$ cat src/rtl/doom58_pkg.sv
// Shared screen geometry and types for the 160x120 VGA adapter path.
package doom58_pkg;

    localparam int SCREEN_W = 160;
    localparam int SCREEN_H = 120;
    localparam int COLOUR_W = 3;
    localparam int X_W      = 8;
    localparam int Y_W      = 7;

    typedef enum logic {
        ST_IDLE  = 1'b0,
        ST_CLEAR = 1'b1
    } wa_state_t;

    function automatic logic in_bounds(input logic [X_W-1:0] x, input logic [Y_W-1:0] y);
        return (int'(x) < SCREEN_W) && (int'(y) < SCREEN_H);
    endfunction

endpackage

$ cat src/rtl/rr_arbiter.sv
// Round-robin one-hot selector: search starts one past the last winner.
module rr_arbiter #(
    parameter int NUM_REQ = 3,
    parameter int PTR_W   = (NUM_REQ > 1) ? $clog2(NUM_REQ) : 1
) (
    input  logic [NUM_REQ-1:0] req,
    input  logic [PTR_W-1:0]   pointer,
    output logic [NUM_REQ-1:0] grant
);

    logic [PTR_W-1:0] idx;

    // Walk from lowest to highest priority so the nearest requester wins last.
    always_comb begin
        grant = '0;
        idx   = '0;
        for (int k = NUM_REQ; k >= 1; k--) begin
            idx = PTR_W'((int'(pointer) + k) % NUM_REQ);
            if (req[idx]) begin
                grant      = '0;
                grant[idx] = 1'b1;
            end
        end
    end

endmodule

$ cat src/rtl/vga_write_arbiter.sv
// Arbitrates pixel writes from several requesters onto one VGA adapter port,
// with a full-screen fill mode that takes over the port for one frame.
//
// state    | meaning
// ST_IDLE  | round-robin arbitration of pixel requests; clear_start starts a fill
// ST_CLEAR | one fill pixel per cycle, raster order; requests and clear_start ignored
module vga_write_arbiter
    import doom58_pkg::*;
#(
    parameter int NUM_REQ = 3
) (
    input  logic                        clock,
    input  logic                        reset,
    input  logic                        clear_start,
    input  logic [COLOUR_W-1:0]         clear_colour,
    output logic                        clear_busy,
    output logic                        clear_done,
    input  logic [NUM_REQ-1:0]          req,
    input  logic [X_W*NUM_REQ-1:0]      req_x,
    input  logic [Y_W*NUM_REQ-1:0]      req_y,
    input  logic [COLOUR_W*NUM_REQ-1:0] req_colour,
    output logic [NUM_REQ-1:0]          grant,
    output logic [X_W-1:0]              vga_x,
    output logic [Y_W-1:0]              vga_y,
    output logic [COLOUR_W-1:0]         vga_colour,
    output logic                        vga_write
);

    localparam int PTR_W = (NUM_REQ > 1) ? $clog2(NUM_REQ) : 1;

    wa_state_t           state;
    logic [PTR_W-1:0]    rr_ptr;
    logic [NUM_REQ-1:0]  rr_grant;
    logic [X_W-1:0]      fill_x;
    logic [Y_W-1:0]      fill_y;
    logic [COLOUR_W-1:0] fill_colour;

    logic [PTR_W-1:0]    sel_idx;
    logic [X_W-1:0]      sel_x;
    logic [Y_W-1:0]      sel_y;
    logic [COLOUR_W-1:0] sel_colour;

    rr_arbiter #(
        .NUM_REQ (NUM_REQ),
        .PTR_W   (PTR_W)
    ) u_rr_arbiter (
        .req     (req),
        .pointer (rr_ptr),
        .grant   (rr_grant)
    );

    // A pending clear_start takes the port, so no requester is acknowledged that cycle.
    assign grant = (state == ST_IDLE && !clear_start && !reset) ? rr_grant : '0;

    always_comb begin
        sel_idx    = '0;
        sel_x      = '0;
        sel_y      = '0;
        sel_colour = '0;
        for (int i = 0; i < NUM_REQ; i++) begin
            if (grant[i]) begin
                sel_idx    = PTR_W'(i);
                sel_x      = req_x[i*X_W +: X_W];
                sel_y      = req_y[i*Y_W +: Y_W];
                sel_colour = req_colour[i*COLOUR_W +: COLOUR_W];
            end
        end
    end

    always_ff @(posedge clock) begin
        if (reset) begin
            state       <= ST_IDLE;
            rr_ptr      <= PTR_W'(NUM_REQ - 1);
            fill_x      <= '0;
            fill_y      <= '0;
            fill_colour <= '0;
            vga_x       <= '0;
            vga_y       <= '0;
            vga_colour  <= '0;
            vga_write   <= 1'b0;
            clear_busy  <= 1'b0;
            clear_done  <= 1'b0;
        end else begin
            clear_done <= 1'b0;
            case (state)
                ST_IDLE: begin
                    if (clear_start) begin
                        // Pixel (0,0) goes out straight away; the counters hold the next pixel.
                        fill_colour <= clear_colour;
                        fill_x      <= X_W'(1);
                        fill_y      <= '0;
                        vga_x       <= '0;
                        vga_y       <= '0;
                        vga_colour  <= clear_colour;
                        vga_write   <= 1'b1;
                        clear_busy  <= 1'b1;
                        state       <= ST_CLEAR;
                    end else begin
                        clear_busy <= 1'b0;
                        if (|grant) begin
                            rr_ptr     <= sel_idx;
                            vga_x      <= sel_x;
                            vga_y      <= sel_y;
                            vga_colour <= sel_colour;
                            vga_write  <= in_bounds(sel_x, sel_y);
                        end else begin
                            vga_write <= 1'b0;
                        end
                    end
                end
                ST_CLEAR: begin
                    vga_x      <= fill_x;
                    vga_y      <= fill_y;
                    vga_colour <= fill_colour;
                    vga_write  <= 1'b1;
                    clear_busy <= 1'b1;
                    if (fill_x == X_W'(SCREEN_W - 1) && fill_y == Y_W'(SCREEN_H - 1)) begin
                        clear_done <= 1'b1;
                        state      <= ST_IDLE;
                    end else if (fill_x == X_W'(SCREEN_W - 1)) begin
                        fill_x <= '0;
                        fill_y <= fill_y + Y_W'(1);
                    end else begin
                        fill_x <= fill_x + X_W'(1);
                    end
                end
                default: state <= ST_IDLE;
            endcase
        end
    end

endmodule
$ cat config.mk
export PLATFORM = sky130hd
export DESIGN_NAME = vga_write_arbiter
export DESIGN_NICKNAME = d
export VERILOG_FILES = /design/src/rtl/doom58_pkg.sv /design/src/rtl/rr_arbiter.sv /design/src/rtl/vga_write_arbiter.sv
export SDC_FILE = /design/constraint.sdc
export NUM_CORES = 1
export LEC_CHECK = 0
export ABC_AREA = 1
export BUFFER_PORTS_ARGS = -buffer_cell sky130_fd_sc_hd__clkbuf_2
export CORE_ASPECT_RATIO = 0.8
export CORE_MARGIN = 2
export CORE_UTILIZATION = 51
export CTS_CLUSTER_SIZE = 30
export DETAILED_ROUTE_END_ITERATION = 7
export GPL_TIMING_DRIVEN = 0
export PLACE_DENSITY = 0.81
export SLEW_MARGIN = 20
export SYNTH_ARGS = -nofsm -noshare
export SYNTH_HDL_FRONTEND = slang
export SYNTH_SLANG_ARGS = --single-unit
$ cat constraint.sdc
create_clock -name clock -period 2.9 [get_ports clock]
set_clock_uncertainty 0.2 [all_clocks]
set_input_delay 0.58 -clock clock [delete_from_list [all_inputs] [get_ports clock]]
set_output_delay 0.58 -clock clock [all_outputs]
set_load 0.1 [all_outputs]
==> impl_metrics.json <==
{
  "status": "completed",
  "clk_latency_ps": 300,
  "clkPwrFrac": 0.192,
  "maxCapViolCount": 0,
  "syn_nets": 459,
  "fillers": 429,
  "crit_required_ps": 2120,
  "ant_nets": 0,
  "cts_made_buffers": 5,
  "synth_fa_ha_area_frac": 0.02874,
  "initialDrtViolationCount": 187,
  "clock_path_buffers": 2,
  "io_pins": 87,
  "cts-htree-levels": 2,
  "setup_tns_ps": 0,
  "synthSimpleGateAreaFrac": 0.3041,
  "start_util": 0.5248,
  "combPwrFrac": 0.482,
  "gr-total-overflow": 0,
  "worst_pin_slew_ps": 559.0,
  "core_mm2": 0.004979,
  "cp_slowest_cell": "dfxtp_4",
  "cp-end-kind": "output port",
  "power_leakage_uw": 0.001615,
  "p_int_uw": 1095,
  "power.density_mw_per_mm2": 597.7,
  "ys.flop_type": "dfxtp_1",
  "fmax_mhz": 353.3,
  "grt_max_degree": 13,
  "synth_seq_cells": 42,
  "synthMuxAreaShare": 0,
  "grt_pass1_vias": 2578,
  "cp-start-kind": "flip-flop",
  "row_count": 23,
  "dr_total_vias": 3011,
  "dieArea_mm2": 0.005715,
  "synth_common_cells": "nand2_1 (82), inv_1 (46), dfxtp_1 (42), nand3_1 (35), nor2_1 (26)",
  "synth-xor-area-share": 0.006705,
  "clk_pin_slew_ps": 80,
  "drt-total-wl_mm": 7.763,
  "die_width_um": 84.02,
  "cts_tree": "built",
  "synth_area_leaders": "dfxtp_1 (32%), nand2_1 (12%), nand3_1 (6.7%)",
  "dp.final_hpwl_mm": 5.954,
  "place_ws_ps": -364.7,
  "report.final.hold_viol_count": 0,
  "antenna_found_initial": 0,
  "cts_sinks": 42,
  "period_share": 0.9760,
  "p_seq_frac": 0.325,
  "synth_edf_count": 0,
  "hp-class": "flip-flop to flip-flop",
  "synth_top_family_by_area": "simple AND/OR/NAND/NOR gates",
  "path_common_cell": "nand2_1",
  "synth.largest_area_cell": "dfxtp_1",
  "setup-violations-final": 0,
  "crit_chain": "inv_4 -> ha_4 -> nand2_1 -> nand3_4 -> nand2_2 -> nand2_1 -> inv_2 -> a21oi_4 -> buf_8",
  "yosys_warnings": 0,
  "cp_max_fo": 7,
  "hold_buffers": 0,
  "num_antenna_cells": 0,
  "vias_per_cell": 5.445,
  "routedWlPerCell_um": 14.04,
  "syn_inst": 390,
  "slew_headroom": 0.6274,
  "setup_ws_ps": 69.67,
  "numPortBuffers": 86,
  "grt_pass1_wl_mm": 11.81,
  "synth-seq-area-share": 0.3218,
  "p_sw_frac": 0.4641,
  "clockRootBuffer": "clkbuf_8",
  "area_growth_pct": 30.80,
  "dieHeight_um": 68.02,
  "avgSynthCellArea_um2": 6.699,
  "vdd.ir_drop.worst_mv": 0.4402,
  "routabilityCongestion": 0.9760,
  "drive_gt1_frac": 0.3320,
  "cp_data_arrival_time_ps": 2050,
  "synthMostInstantiatedCell": "nand2_1",
  "synth_cell_type_count": 37,
  "maxSlewViolCount": 0,
  "layout.nets": 559,
  "critPathKind": "flip-flop to output port",
  "power_switching_uw": 947.8,
  "post-route-min-period_ps": 2830,
  "yosysTopAreaCellShare": 0.3218,
  "synth-compound-area-share": 0.2208,
  "drt_pass1_iterations": 5,
  "cp_slowest_stage_delay_ps": 380,
  "syn-cell-area_mm2": 0.002613,
  "grt_usage": 0.2612,
  "drc": 0,
  "synthArstFlopShare": 0
}
layer usage:
metal  GRT usage  vias up  wire [um]
li1            -     1489          -
met1      0.3566     1381       3595
met2      0.4226      129       3444
met3     0.04704       12        601
met4     0.08669        0        121
met5           0        -          0
final timing paths:
path,start,to,slack (ps),depth (start not counted)
worst max-delay path,rr_ptr[0]$_SDFFE_PP0P_,grant[1],70,9
worst min-delay path,fill_colour[0]$_SDFFE_PP0P_,fill_colour[0]$_SDFFE_PP0P_,270,2
worst max register to register,rr_ptr[0]$_SDFFE_PP0P_,vga_write$_SDFF_PP0_,300,17
worst min register to register,fill_colour[0]$_SDFFE_PP0P_,fill_colour[0]$_SDFFE_PP0P_,270,2
stage by stage:
step                hold slack, ps  cells  power (uW)    util  cell area [um^2]
floorplan                    228.1    390        1375       -              2624
global placement             243.2    538        1547  0.6291              3132
detailed placement           253.6    538        1565  0.6291              3132
CTS                          272.6    545        1981  0.6607              3289
global route                 293.3    553        2136  0.6864              3417
finish                       269.8    553        2042  0.6864              3417
cell families after synthesis:
group           count (synthesis)
xor+xnor                        2
compound gates                 95
simple gates                  170
buf+inv                        75
flops                          42
fa+ha+maj                       6
power by group through the flow:
stage | clock, uW | sequential (uW) | combinational [uW]
after floorplan | 0 | 957 | 418
after global placement | 0 | 671 | 876
after detailed placement | 0 | 673 | 892
after CTS | 398 | 662 | 920
after global routing | 420 | 669 | 1050
final | 393 | 665 | 985
state kept, by name, indices dropped and copies added, names as in the netlist:
| register | cells |
|---|---|
| fill_x | 8 |
| vga_x | 8 |
| fill_y | 7 |
| vga_y | 7 |
| fill_colour | 3 |
| vga_colour | 3 |
| rr_ptr | 2 |
| clear_busy | 1 |
| clear_done | 1 |
| state | 1 |
| vga_write | 1 |
critical path, delay by kind of cell, from the launching register on:
| family | cells | cell delay (ps) |
|---|---|---|
| AOI/OAI and AO/OA | 1 | 270 |
| adders and majority gates | 1 | 310 |
| buffers and inverters | 3 | 340 |
| DFF | 1 | 380 |
| and+or+nand+nor | 4 | 450 |
cells in the final DEF, fill, tap and decap left out, drive strengths merged:
cell    count
inv        60
nand3b      5
nor3b       1
nand2      88
o211a       1
nand3      37
ha          6
o221ai      3
nand4       1
clkbuf     97
a211oi      1
and3        1
xor2        2
nor2       28
clkinv      2
a31oi      12
buf        17
or2         4
a21oi      23
o211ai     10
nor3        5
dfxtp      42
o22ai       1
o21ai      44
final cells by class:
type,instances,area (um^2),area share
well taps,62,77.57,0.02270
multi-input cells,273,1534,0.4489
clock inverters,1,5.005,0.001465
clock buffers,7,86.33,0.02527
repair buffers,95,545.5,0.1596
flip-flops and latches,42,845.8,0.2475
inverters,61,249.0,0.07287
plain buffers,12,73.82,0.02160
timing repair:
item / in CTS / in global routing
setup endpoints to repair: 3 / 3
gates resized for setup: 14 / 22
buffers inserted: 0 / 9
endpoints found under the hold margin: 0 / 0
pin swaps: 1 / 5
No activity file was read; power rests on OpenSTA's default activity.
